===== src/rtl/wasm_loader_pkg.sv =====
// Shared constants and types for the streaming .wasm code loader.
// Magic/version bytes are packed little-endian: byte i sits at [8*i +: 8].
package wasm_loader_pkg;

  localparam logic [31:0] WASM_MAGIC   = 32'h6D73_6100;
  localparam logic [31:0] WASM_VERSION = 32'h0000_0001;
  localparam logic [7:0]  SEC_CODE     = 8'h0A;

  typedef enum logic [2:0] {
    ERR_NONE   = 3'd0,
    ERR_MAGIC  = 3'd1,
    ERR_LEB    = 3'd2,
    ERR_EARLY  = 3'd3,
    ERR_SIZE   = 3'd4,
    ERR_NOCODE = 3'd5
  } err_e;

  typedef enum logic [2:0] {
    ST_MAGIC,
    ST_SEC_ID,
    ST_SEC_SIZE,
    ST_SKIP,
    ST_CODE,
    ST_DONE,
    ST_ERR
  } state_e;

  function automatic logic [7:0] magic_byte(input logic [2:0] i);
    logic [31:0] w;
    w = i[2] ? WASM_VERSION : WASM_MAGIC;
    return w[8*i[1:0] +: 8];
  endfunction

endpackage


===== src/rtl/wasm_code_loader_leb.sv =====
// Byte-serial unsigned LEB128 u32 decoder; value/done/overflow are
// combinational on the current byte, state self-clears on completion.
module wasm_leb128_u32 (
  input  logic        i_clk,
  input  logic        i_rst_n,
  input  logic        i_clear,
  input  logic        i_vld,
  input  logic [7:0]  i_byte,
  output logic [31:0] value,
  output logic        done,
  output logic        overflow
);

  logic [31:0] acc_q, acc_d;
  logic [2:0]  idx_q, idx_d;
  logic [5:0]  shamt;

  always_comb begin
    shamt    = {3'b000, idx_q} * 6'd7;
    value    = acc_q | (32'(i_byte[6:0]) << shamt);
    overflow = i_vld & (idx_q == 3'd4)
             & (i_byte[7] | (|i_byte[6:4]));
    done     = i_vld & ~i_byte[7] & ~overflow;
  end

  always_comb begin
    acc_d = acc_q;
    idx_d = idx_q;
    if (i_clear | done | overflow) begin
      acc_d = '0;
      idx_d = '0;
    end else if (i_vld) begin
      acc_d = value;
      idx_d = idx_q + 3'd1;
    end
  end

  always_ff @(posedge i_clk or negedge i_rst_n) begin
    if (!i_rst_n) begin
      acc_q <= '0;
      idx_q <= '0;
    end else begin
      acc_q <= acc_d;
      idx_q <= idx_d;
    end
  end

endmodule


===== src/rtl/wasm_code_loader.sv =====
// Streaming .wasm boot loader: validates preamble, skips non-code
// sections and packs the code payload into imem write windows.
module wasm_code_loader
  import wasm_loader_pkg::*;
#(
  parameter int WR_BYTES    = 4,
  parameter int LOG_WR      = 2,
  parameter int DEPTH_BYTES = 1024
) (
  input  logic                  i_clk,
  input  logic                  i_rst_n,
  input  logic [7:0]            i_byte,
  input  logic                  i_byte_vld,
  input  logic                  i_byte_last,
  output logic                  o_byte_rdy,
  output logic                  o_we,
  output logic [LOG_WR-1:0]     o_write_pointer_shift_minusone,
  output logic [8*WR_BYTES-1:0] o_wr_data,
  output logic                  o_load_done,
  output logic [2:0]            o_load_error
);

  localparam int DW = 8 * WR_BYTES;

  state_e            state_q, state_d;
  err_e              err_q, err_d;
  logic [2:0]        mcnt_q, mcnt_d;
  logic [7:0]        sec_id_q, sec_id_d;
  logic [31:0]       remain_q, remain_d;
  logic [LOG_WR-1:0] bcnt_q, bcnt_d;
  logic [LOG_WR-1:0] shift_q, shift_d;
  logic [DW-1:0]     pack_q, pack_d, pack_nxt;
  logic [DW-1:0]     wdata_q, wdata_d;
  logic              we_q, we_d;
  logic              done_q, done_d;

  logic        acc;
  logic [31:0] leb_val;
  logic        leb_done, leb_ovf;
  logic        is_code, sz_zero, sz_big;
  logic        c_final, c_full;

  assign acc = i_byte_vld;

  wasm_leb128_u32 u_leb (
    .i_clk    (i_clk),
    .i_rst_n  (i_rst_n),
    .i_clear  (state_q != ST_SEC_SIZE),
    .i_vld    (acc & (state_q == ST_SEC_SIZE)),
    .i_byte   (i_byte),
    .value    (leb_val),
    .done     (leb_done),
    .overflow (leb_ovf)
  );

  always_comb begin
    is_code = sec_id_q == SEC_CODE;
    sz_zero = leb_val == 32'd0;
    sz_big  = leb_val > 32'(DEPTH_BYTES);
    c_final = remain_q == 32'd1;
    c_full  = bcnt_q == LOG_WR'(WR_BYTES - 1);
    pack_nxt = pack_q;
    pack_nxt[8*bcnt_q +: 8] = i_byte;
  end

  always_ff @(posedge i_clk or negedge i_rst_n) begin
    if (!i_rst_n) state_q <= ST_MAGIC;
    else          state_q <= state_d;
  end

  always_comb begin
    state_d = state_q;
    err_d   = err_q;
    if (acc) begin
      unique case (state_q)
        ST_MAGIC: begin
          if (i_byte != magic_byte(mcnt_q)) begin
            state_d = ST_ERR;
            err_d   = ERR_MAGIC;
          end else if (i_byte_last) begin
            state_d = ST_ERR;
            err_d   = ERR_EARLY;
          end else if (mcnt_q == 3'd7) begin
            state_d = ST_SEC_ID;
          end
        end
        ST_SEC_ID: begin
          if (i_byte_last) begin
            state_d = ST_ERR;
            err_d   = ERR_NOCODE;
          end else begin
            state_d = ST_SEC_SIZE;
          end
        end
        ST_SEC_SIZE: begin
          if (leb_ovf) begin
            state_d = ST_ERR;
            err_d   = ERR_LEB;
          end else if (leb_done) begin
            if (is_code & sz_zero) begin
              state_d = ST_DONE;
            end else if (is_code & sz_big) begin
              state_d = ST_ERR;
              err_d   = ERR_SIZE;
            end else if (i_byte_last) begin
              // size 0 ends the section: a stream ending here has no code
              state_d = ST_ERR;
              err_d   = sz_zero ? ERR_NOCODE : ERR_EARLY;
            end else if (sz_zero) begin
              state_d = ST_SEC_ID;
            end else begin
              state_d = is_code ? ST_CODE : ST_SKIP;
            end
          end else if (i_byte_last) begin
            state_d = ST_ERR;
            err_d   = ERR_EARLY;
          end
        end
        ST_SKIP: begin
          if (i_byte_last) begin
            state_d = ST_ERR;
            err_d   = c_final ? ERR_NOCODE : ERR_EARLY;
          end else if (c_final) begin
            state_d = ST_SEC_ID;
          end
        end
        ST_CODE: begin
          if (i_byte_last & ~c_final) begin
            state_d = ST_ERR;
            err_d   = ERR_EARLY;
          end else if (c_final) begin
            state_d = ST_DONE;
          end
        end
        default: ;
      endcase
    end
  end

  always_comb begin
    mcnt_d   = mcnt_q;
    sec_id_d = sec_id_q;
    remain_d = remain_q;
    bcnt_d   = bcnt_q;
    pack_d   = pack_q;
    we_d     = 1'b0;
    wdata_d  = '0;
    shift_d  = '0;
    done_d   = done_q | (state_q == ST_DONE);
    // an erroring byte must not write, so gate on the next state
    if (acc && state_d != ST_ERR) begin
      unique case (state_q)
        ST_MAGIC:  mcnt_d = mcnt_q + 3'd1;
        ST_SEC_ID: sec_id_d = i_byte;
        ST_SEC_SIZE: begin
          remain_d = leb_val;
          if (leb_done & is_code & sz_zero) done_d = 1'b1;
        end
        ST_SKIP:   remain_d = remain_q - 32'd1;
        ST_CODE: begin
          remain_d = remain_q - 32'd1;
          if (c_final | c_full) begin
            we_d    = 1'b1;
            wdata_d = pack_nxt;
            shift_d = bcnt_q;
            pack_d  = '0;
            bcnt_d  = '0;
          end else begin
            pack_d  = pack_nxt;
            bcnt_d  = bcnt_q + LOG_WR'(1);
          end
        end
        default: ;
      endcase
    end
  end

  always_ff @(posedge i_clk or negedge i_rst_n) begin
    if (!i_rst_n) begin
      err_q    <= ERR_NONE;
      mcnt_q   <= '0;
      sec_id_q <= '0;
      remain_q <= '0;
      bcnt_q   <= '0;
      pack_q   <= '0;
      we_q     <= 1'b0;
      wdata_q  <= '0;
      shift_q  <= '0;
      done_q   <= 1'b0;
    end else begin
      err_q    <= err_d;
      mcnt_q   <= mcnt_d;
      sec_id_q <= sec_id_d;
      remain_q <= remain_d;
      bcnt_q   <= bcnt_d;
      pack_q   <= pack_d;
      we_q     <= we_d;
      wdata_q  <= wdata_d;
      shift_q  <= shift_d;
      done_q   <= done_d;
    end
  end

  assign o_byte_rdy                     = 1'b1;
  assign o_we                           = we_q;
  assign o_wr_data                      = wdata_q;
  assign o_write_pointer_shift_minusone = shift_q;
  assign o_load_done                    = done_q;
  assign o_load_error                   = err_q;

endmodule


===== config.mk =====
export PLATFORM = sky130hd
export DESIGN_NAME = wasm_code_loader
export DESIGN_NICKNAME = d
export VERILOG_FILES = /design/src/rtl/wasm_loader_pkg.sv /design/src/rtl/wasm_code_loader_leb.sv /design/src/rtl/wasm_code_loader.sv
export SDC_FILE = /design/constraint.sdc
export NUM_CORES = 1
export LEC_CHECK = 0
export ABC_AREA = 1
export CAP_MARGIN = 30
export CORE_ASPECT_RATIO = 0.8
export CORE_MARGIN = 1.5
export CORE_UTILIZATION = 45
export DETAILED_ROUTE_END_ITERATION = 8
export GPL_ROUTABILITY_DRIVEN = 0
export MAX_ROUTING_LAYER = met4
export PLACE_DENSITY = 0.69
export SKIP_CTS_REPAIR_TIMING = 1
export SLEW_MARGIN = 40
export SYNTH_ARGS = -nofsm -noshare
export SYNTH_HDL_FRONTEND = slang
export SYNTH_SLANG_ARGS = --single-unit

===== constraint.sdc =====
create_clock -name i_clk -period 3.2 [get_ports i_clk]
set_input_delay 0.48 -clock i_clk [delete_from_list [all_inputs] [get_ports i_clk]]
set_output_delay 0.48 -clock i_clk [all_outputs]
set_load 0.05 [all_outputs]

Word level (Yosys, flattened, before mapping)
Cells that the tools add are included.
Widths: inputs -> output; s select.
{"block": "word_totals", "inputBits": 12, "output_inout_bits": 40, "word_cells": 126, "ff_bits": 154}
{"block": "op_classes", "bitwise_logic": 19, "n_mux": 52, "add_sub_neg": 5, "multipliers": 1, "reduce_logical": 13, "shift": 4, "n_lt_le_gt_ge": 1, "n_eq_ne": 18}
{"operator": "$mux 32", "count": 6}
{"operator": "$mux 3", "count": 31}
{"operator": "$pmux 32 s2", "count": 1}
{"operator": "$neg 5->34", "count": 1}
{"operator": "$shift 8x34->32 const A", "count": 1}
{"operator": "$shiftx 8x34->32", "count": 1}
{"operator": "$bwmux 32", "count": 1}
{"operator": "$eq 32x1->1 const B", "count": 1}
{"operator": "$gt 32x11->1 const B", "count": 1}
{"operator": "$logic_not 32->1", "count": 1}
{"operator": "$or 32x32->32", "count": 1}
{"operator": "$shiftx 32x6->8", "count": 1}
{"operator": "$shl 7x6->32", "count": 1}
{"operator": "$sub 32x1->32 const B", "count": 1}
{"operator": "$mux 31", "count": 1}
{"operator": "$pmux 3 s5", "count": 2}
{"operator": "$eq 3x3->1 const B", "count": 4}
{"operator": "$and 1x1->1", "count": 10}
{"operator": "$eq 8x4->1 const B", "count": 1}
{"operator": "$mux 2", "count": 4}
{"operator": "$ne 8x8->1", "count": 1}
{"operator": "$reduce_and 2->1", "count": 4}
{"operator": "$reduce_and 7->1", "count": 1}
{"operator": "$add 3x1->3 const B", "count": 2}
{"operator": "19 further kinds", "count": 34}

Depth between registers and ports, before layout
Gate-level depths: netlist (run 1).
{"block": "logic_depth", "ltp_word": 15, "depth_mapped": 22, "depth_no_buf": 20}

Hierarchy
From an unflattened synthesis (run 1), not the netlist that was laid out.
{"block": "hier_totals", "cells_unflattened": 1249, "area_unflattened_um2": 9039.9}
{"module": "wasm_code_loader", "n_inst": 1, "seq_area_each_um2": 2977.9, "area_each_um2": 7141.8, "cells_per_inst": 982}
{"module": "wasm_leb128_u32", "n_inst": 1, "seq_area_each_um2": 875.8, "area_each_um2": 1898.1, "cells_per_inst": 267}

Least setup slack after synthesis (run 1)
No wires, ideal clock.
{"block": "synth_path", "kind": "register to register", "from": "reg mcnt_q[0]", "to": "reg bcnt_q[0]", "required_ns": 3.083, "path_buffers": 2, "path_stages_with_launch": 17, "period_less_slack_ns": 2.419, "t_arrival_ns": 2.302, "setup_ns": 0.117, "slack_ns": 0.781, "cell_sequence": "dfrtp_1 inv_1 ha_1 o21ai_0 xor2_1 nor2_1 and2_1 nand2_1 nand2_1 nand2_1 o21ai_1 a21oi_1 nand3_4 buf_6 buf_6 nand4_1 nand2_1"}
{"block": "synth_between", "elab_chain_len": 9, "word_cells_on_any_way": 11, "cone_classes": "3 x eq/ne; 1 x shift; 5 x mux; 2 x reduce/logical"}
{"item": "from (decl)", "line": "wasm_code_loader.sv:27", "text": "logic [2:0] mcnt_q, mcnt_d;"}
{"item": "from (signal assigned)", "line": "wasm_code_loader.sv:192", "text": "mcnt_q <= mcnt_d;"}
{"item": "parallel branches: the longest is 3 deep, another holds $shiftx 32x6->8"}
{"item": "$mux 3 (*)", "line": "wasm_code_loader.sv:77", "text": "if (i_byte != magic_byte(mcnt_q)) begin"}
{"item": "$pmux 3 s5 (*)", "line": "wasm_code_loader.sv:75", "text": "unique case (state_q)"}
{"item": "$mux 3 (*)", "line": "wasm_code_loader.sv:74", "text": "if (acc) begin"}
{"item": "$ne 3x3->1 (*)", "line": "wasm_code_loader.sv:151", "text": "if (acc && state_d != ST_ERR) begin"}
{"item": "$logic_and 1x1->1 (*)", "line": "wasm_code_loader.sv:151"}
{"item": "$reduce_and 2->1 (no source line) (*)"}
{"item": "to (signal assigned)", "line": "wasm_code_loader.sv:195", "text": "bcnt_q <= bcnt_d;"}
{"item": "to (decl)", "line": "wasm_code_loader.sv:30", "text": "logic [LOG_WR-1:0] bcnt_q, bcnt_d;"}
Every way passes the cells marked *.
A chain may end at the register's enable or synchronous reset.

Final worst setup path (run 1)
{"block": "layout_path", "from": "in i_byte[1]", "to": "reg wdata_q[23] (netlist: o_wr_data[23])"}
{"block": "layout_between", "elab_chain_len": 14, "word_cells_on_any_way": 23, "cone_classes": "1 x order compare; 2 x eq/ne; 2 x shift; 13 x mux; 3 x bitwise; 2 x reduce/logical"}
{"item": "from (decl)", "line": "wasm_code_loader.sv:12", "text": "input logic [7:0] i_byte,"}
{"item": "parallel branches: the longest is 13 deep, another holds $gt 32x11->1"}
{"item": "$mux 32 (*)", "line": "wasm_code_loader.sv:151"}
{"item": "via wdata_d[23]", "line": "wasm_code_loader.sv:33", "text": "logic [DW-1:0] wdata_q, wdata_d;"}
{"item": "to (signal assigned)", "line": "wasm_code_loader.sv:198", "text": "wdata_q <= wdata_d;"}
{"item": "to (decl)", "line": "wasm_code_loader.sv:33"}
Mark *: on every way through the listed nets, which the timed path passes.

==> results of run 1 <==
[layout make-up]
type                    count  area share
clock buffers              17      0.0398
multi-input cells         858       0.389
inverters                 108      0.0379
flip-flops and latches    154       0.361
well taps                 258      0.0302
repair buffers            148       0.125
clock inverters            15      0.0170
[cells by family (layout without fill, tap and decap cells)]
logic type | Yosys count | in the layout | share of synthesized area
fa+ha+maj | 14 | 14 | 0.0201
xor+xnor | 15 | 15 | 0.0151
flops | 154 | 154 | 0.443
other cells | 1 | 1 | 0.000431
buf+inv | 169 | 288 | 0.0799
compound gates | 161 | 161 | 0.109
simple gates | 666 | 666 | 0.332
mux | 1 | 1 | 0.00115
[metrics by stage]
| stage | std cells | hold slack [ns] | instance area (sq um) |
|---|---|---|---|
| finish | 1558 | 0.0278 | 10700 |
| global placement | 1526 | 0.454 | 10100 |
| floorplan | 1181 | 0.184 | 8710 |
| CTS | 1558 | 0.0723 | 10700 |
| global route | 1558 | 0.0892 | 10700 |
| detailed placement | 1526 | 0.459 | 10100 |
[layer usage]
metal	routed length, um	vias to the layer above	global-route usage
li1	-	4118	-
met1	12500	4007	0.413
met2	10600	306	0.375
met3	1820	27	0.0539
met4	285	0	0.0665
met5	0	-	-
[cells in the mapped netlist]
cell      count
a211oi_1      8
a21boi_0      1
a21o_1        1
a21oi_1      48
a21oi_2       3
a22oi_1      27
a311o_1       1
a31oi_1      15
a32o_1        1
a41oi_1       1
and2_1        2
buf_1         4
buf_2        17
buf_4         2
buf_6         4
clkbuf_1     32
clkbuf_2      2
clkinv_1      4
conb_1        1
dfrtp_1     154
ha_1         14
inv_1        95
inv_2         9
mux2i_1       1
nand2_1     308
nand3_1      29
nand3_2       2
nand3_4       3
nand4_1      87
nor2_1      196
nor2_2        4
nor3_1       18
nor4_1       13
nor4b_1       1
o21a_1        1
o21ai_0      52
o21ai_1       1
o21bai_1      1
or2_2         3
xnor2_1       6
xor2_1        9
[registers in the layout, indices dropped and copies added (netlist names)]
signal	count
o_wr_data	32
o_we	1
remain_q	32
o_load_error	3
o_load_done	1
o_write_pointer_shift_minusone	2
u_leb.idx_q	3
sec_id_q	8
bcnt_q	2
mcnt_q	3
pack_q	32
u_leb.acc_q	32
state_q	3
[worst paths after layout]
check,startpoint,to,depth (start not counted)
min in group i_clk,i_byte_vld,u_leb.acc_q[0],3
setup / recovery,i_byte[1],o_wr_data[23],19
hold / removal,i_rst_n,pack_q[5],1
setup reg to reg,u_leb.idx_q[0],o_wr_data[23],19
hold reg to reg,pack_q[3],pack_q[3],2
max in group asynchronous,i_rst_n,remain_q[18],2
[where the power goes]
| part | switching, uW | internal [uW] |
|---|---|---|
| clock | 1010 | 1070 |
| combinational | 2370 | 1140 |
| sequential | 351 | 2300 |
| total | 3740 | 4510 |
[worst register-to-register path: stages (launching register included)]
cell and delay, ns:
dfrtp_1 0.48, buf_4 0.22, nand2_1 0.07, inv_1 0.09, a21oi_1 0.26, nand2_1 0.13, nor2_1 0.12, nand2_1 0.07
nor2_2 0.15, nand2_1 0.12, nor2_2 0.12, nor2_1 0.05, nand2_1 0.06, nand2_1 0.04, nand2_1 0.07, nand2_1 0.09
nand3_4 0.18, nand3_4 0.16, buf_12 0.21, nor2_1 0.18
[cell usage in the layout (no fill, tap or decap), types with 18 or more instances in the layout]
cell type and n:
o21ai_0 52, nand4_1 87, a21oi_1 48, buf_4 89, dfrtp_1 154, clkdlybuf4s50_1 48
inv_1 95, a22oi_1 27, nor2_1 195, nor3_1 18, nand3_1 29, nand2_1 308
==> impl_metrics.env, run 1 <==
export IMPL_status="completed"
export IMPL_total_power_uw=8240
export IMPL_grt_overflow_total=0
export IMPL_r2r_slack_ns=0.25
export IMPL_path_class="in2reg"
export IMPL_grt_pass1_wl_um=41900
export IMPL_mappedNetlistNets=1207
export IMPL_grt_pass1_vias=7902
export IMPL_finalHoldViolCount=0
export IMPL_drt_pass1_iter_count=5
export IMPL_slew_headroom=0.494
export IMPL_ant_nets=0
export IMPL_drv_slew=0
export IMPL_register_area_sq_mm=0.00385
export IMPL_power_density_mw_per_mm2=771
export IMPL_cpPeakStageDelay_ns=0.60
export IMPL_diodes=0
export IMPL_synth_seq_cells=154
export IMPL_multiInputGateArea_sq_mm=0.00416
export IMPL_place_hpwl_um=17500
export IMPL_wl_per_cell_um=16.2
export IMPL_clkSinkCount=154
export IMPL_finalWorstPathRequiredPeriod_ns=2.98
export IMPL_cp_end_kind="register"
export IMPL_synth_largest_area_cell="dfrtp_1"
export IMPL_drt_iter0_markers=900
export IMPL_p_leak_uw=0.00539
export IMPL_cts_inserted_buffers=17
export IMPL_fp_dieH_um=127
export IMPL_path_delay_family="simple AND/OR/NAND/NOR gates"
export IMPL_required_ns=3.55
export IMPL_arrival_ns=3.32
export IMPL_rsz0062_at_grt="false"
export IMPL_n_fill_cell=1756
export IMPL_drt_wl_total_um=25200
export IMPL_insertion_delay_ns=0.45
export IMPL_worst_pin_slew_ns=0.759
export IMPL_start_kind="input pin"
export IMPL_min_period_over_period=0.931
export IMPL_antenna_found_initial=0
export IMPL_ioPinCount=52
export IMPL_holdCritPathClass="in2async"
export IMPL_place_ws_ns=-0.128
export IMPL_grt_start_max_net_pins=84
export IMPL_synth_top_area_share=0.443
export IMPL_tritoncts="yes"
export IMPL_synth_area_sq_mm=0.00871
export IMPL_worstPathBufferInverterCount=3
export IMPL_setup_viol_count_final=0
export IMPL_yosysWarnings=0
export IMPL_rows=45
export IMPL_path_clk_slew_ns=0.08
export IMPL_path_max_fanout=14
export IMPL_h_tree_depth=4
export IMPL_path_cells="clkdlybuf4s50_1, nand2_1, inv_1, a21oi_1, nand2_1, nor2_1, nand2_1, nor2_2, nand2_1, nor2_2, nor2_1, nand2_1, nand2_1, nand2_1, nand2_1, nand3_4, nand3_4, buf_12, nor2_1"
export IMPL_max_clock_freq_mhz=336
export IMPL_fin_tns_setup_ns=0
export IMPL_num_vias=8458
export IMPL_cts_buffer_depth=2
export IMPL_area_growth_pct=22.7
export IMPL_synth_cells=1181
export IMPL_drc=0
export IMPL_fp_dieW_um=159
export IMPL_final_util=0.563
export IMPL_io_buffer_count=50
export IMPL_num_nets_final=1313
export IMPL_synthTopCellsByArea="dfrtp_1, nand2_1, nor2_1"
export IMPL_start_util=0.459
export IMPL_clock_skew_ns=0.0143
export IMPL_fin_ws_ns=0.222
export IMPL_grt_usage=0.274
export IMPL_slowest_stage="clkdlybuf4s50_1"
export IMPL_final_layout_size_suffix_gt1_frac=0.121
export IMPL_avgSynthCellArea_sq_um=7.37
export IMPL_cap_violations=0
export IMPL_cp_common_cell="nand2_1"
export IMPL_ir_drop_mv=0.570
export IMPL_ys_seq_area_frac=0.443
export IMPL_viasPerCell=5.43
export IMPL_die_area_sq_mm=0.0202
export IMPL_cts_root_buf="clkbuf_16"
export IMPL_core_area_sq_mm=0.0190
export IMPL_synth_cell_types=41
(Power assumes the default switching activity.)
==> run 2: changes to the inputs <==
--- a/config.mk
+++ b/config.mk
@@ -9,11 +9,11 @@
 export CAP_MARGIN = 30
 export CORE_ASPECT_RATIO = 0.8
 export CORE_MARGIN = 1.5
-export CORE_UTILIZATION = 45
+export CORE_UTILIZATION = 55
 export DETAILED_ROUTE_END_ITERATION = 8
 export GPL_ROUTABILITY_DRIVEN = 0
 export MAX_ROUTING_LAYER = met4
-export PLACE_DENSITY = 0.69
+export PLACE_DENSITY = 0.81
 export SKIP_CTS_REPAIR_TIMING = 1
 export SLEW_MARGIN = 40
 export SYNTH_ARGS = -nofsm -noshare
==> constraint.sdc (replaced) <==
create_clock -name i_clk -period 3 [get_ports i_clk]
set_input_delay 0.45 -clock i_clk [delete_from_list [all_inputs] [get_ports i_clk]]
set_output_delay 0.45 -clock i_clk [all_outputs]
set_load 0.05 [all_outputs]
==> run 2 against run 1 <==
Compared with the run above: core utilization up 15 points; routed wire length rose by 1.5%; sequential power increased by 7%; first-iteration DRC count grew 36%; setup slack worse by 0.078 ns; clock-buffer cell count did not move; design area increased by 1.3%; highest routed layer unchanged; worst hold slack worse by 0.024 ns; die area is 18% lower; final cell count shrank 2.1%.
==> impl_metrics.env, run 2 (same netlist as run 1, synthesis figures left out) <==
export IMPL_path_cells="inv_1, ha_1, o21ai_0, xor2_1, nor2_1, and2_1, nand2_1, nand2_1, nand2_1, o21ai_1, a21oi_2, nand3_4, buf_12, buf_4, nand4_1, nand2_1"
export IMPL_rows=40
export IMPL_grt_start_max_net_pins=84
export IMPL_slowest_stage="dfrtp_1"
export IMPL_clock_skew_ns=0.00913
export IMPL_diodes=0
export IMPL_multiInputGateArea_sq_mm=0.00422
export IMPL_total_power_uw=8950
export IMPL_cts_root_buf="clkbuf_16"
export IMPL_place_area_sq_mm=0.0101
export IMPL_cts_buffer_depth=2
export IMPL_cts_inserted_buffers=17
export IMPL_num_nets_final=1328
export IMPL_holdWs_ns=0.00377
export IMPL_insertion_delay_ns=0.43
export IMPL_fp_dieW_um=144
export IMPL_cpPeakStageDelay_ns=0.42
export IMPL_cp_common_cell="nand2_1"
export IMPL_worst_pin_slew_ns=0.738
export IMPL_cap_violations=0
export IMPL_grt_pass1_wl_um=41100
export IMPL_path_class="reg2reg"
export IMPL_drt_iter0_markers=1223
export IMPL_met2WireLength_um=11100
export IMPL_ioPinCount=52
export IMPL_finalWorstPathRequiredPeriod_ns=2.86
export IMPL_start_kind="register"
export IMPL_grt_pass1_vias=8057
export IMPL_p_leak_uw=0.00551
export IMPL_path_clk_slew_ns=0.07
export IMPL_grt_usage=0.329
export IMPL_final_cell_mix="nand2_1, nor2_1, dfrtp_1"
export IMPL_num_vias=8989
export IMPL_h_tree_depth=4
export IMPL_final_layout_size_suffix_gt1_frac=0.144
export IMPL_required_ns=3.33
export IMPL_final_cells=1525
export IMPL_antenna_found_initial=0
export IMPL_power_density_mw_per_mm2=827
export IMPL_fin_ws_ns=0.143
export IMPL_top_layer="met4"
export IMPL_holdCritPathClass="in2async"
export IMPL_ant_nets=0
export IMPL_status="completed"
export IMPL_core_area_sq_mm=0.0153
export IMPL_min_period_over_period=0.952
export IMPL_start_util=0.570
export IMPL_fp_dieH_um=116
export IMPL_ir_drop_mv=0.598
export IMPL_drt_pass1_iter_count=6
export IMPL_drc=0
export IMPL_drt_met1_wl_um=11400
export IMPL_drt_wl_total_um=25600
export IMPL_arrival_ns=3.18
export IMPL_setup_viol_count_final=0
export IMPL_register_area_sq_mm=0.00386
export IMPL_drv_slew=0
export IMPL_worstPathBufferInverterCount=3
export IMPL_area_growth_pct=24.4
export IMPL_n_fill_cell=1156
export IMPL_place_hpwl_um=17100
export IMPL_io_buffer_count=50
export IMPL_die_area_sq_mm=0.0166
export IMPL_grt_overflow_total=0
export IMPL_place_ws_ns=-0.315
export IMPL_max_clock_freq_mhz=350
export IMPL_path_delay_family="simple AND/OR/NAND/NOR gates"
export IMPL_met3_length_um=2560
export IMPL_path_max_fanout=8
export IMPL_viasPerCell=5.89
export IMPL_finalHoldViolCount=0
export IMPL_clkSinkCount=154
export IMPL_place_inst=1486
export IMPL_cp_end_kind="register"
export IMPL_slew_headroom=0.508
export IMPL_wl_per_cell_um=16.8
export IMPL_tritoncts="yes"
export IMPL_mostFrequentLayoutCell="nand2_1"
export IMPL_final_area_sq_mm=0.0108
## run 2: changes by cell type in the layout (fill, tap and decap cells not counted), sizes merged
cell and change:
buf +14, clkdlybuf4s50 -4, dlymetal6s2s +4, clkinv -2, bufinv +1, clkbuf +1
clkinvlp +1
## run 2: layout make-up
type / count / area share
clock buffers: 17 / 0.0393
clock inverters: 15 / 0.0162
inverters: 108 / 0.0377
multi-input cells: 858 / 0.389
flip-flops and latches: 154 / 0.356
well taps: 210 / 0.0243
repair buffers: 163 / 0.137
## run 2: final timing paths
kind	startpoint	to	slack, ns	depth (start not counted)
hold reg to reg	pack_q[6]	pack_q[6]	0.48	2
max in group asynchronous	i_rst_n	remain_q[21]	2.17	2
setup reg to reg	mcnt_q[2]	sec_id_q[2]	0.14	16
min in group i_clk	i_byte_vld	u_leb.acc_q[0]	0.40	3
hold / removal	i_rst_n	sec_id_q[0]	0.004	1
setup / recovery	mcnt_q[2]	sec_id_q[2]	0.14	16
## run 2: power by group
group / internal [uW] / switching, uW
Combinational: 1280 / 2640
Clock: 1200 / 1000
Sequential: 2460 / 375
Total: 4940 / 4010
## run 2: worst register-to-register path: stages, from the launching register on
cell     delay (ns)
dfrtp_1        0.42
inv_1          0.10
ha_1           0.30
o21ai_0        0.21
xor2_1         0.16
nor2_1         0.08
and2_1         0.17
nand2_1        0.06
nand2_1        0.07
nand2_1        0.09
o21ai_1        0.11
a21oi_2        0.21
nand3_4        0.21
buf_12         0.21
buf_4          0.15
nand4_1        0.12
nand2_1        0.07
## run 2: metrics by stage
step / setup TNS, ns / utilization
after global routing: -0.561 / 0.709
after floorplan: 0 / -
after CTS: 0 / 0.700
final: 0 / 0.709
after global placement: -22.58 / 0.660
after detailed placement: -24.40 / 0.660
## run 2: layer usage
| layer | vias up | GRT usage |
|---|---|---|
| met2 | 525 | 0.455 |
| met4 | 0 | 0.112 |
| met1 | 4272 | 0.469 |
| met5 | - | - |
| met3 | 52 | 0.0855 |
| li1 | 4140 | - |
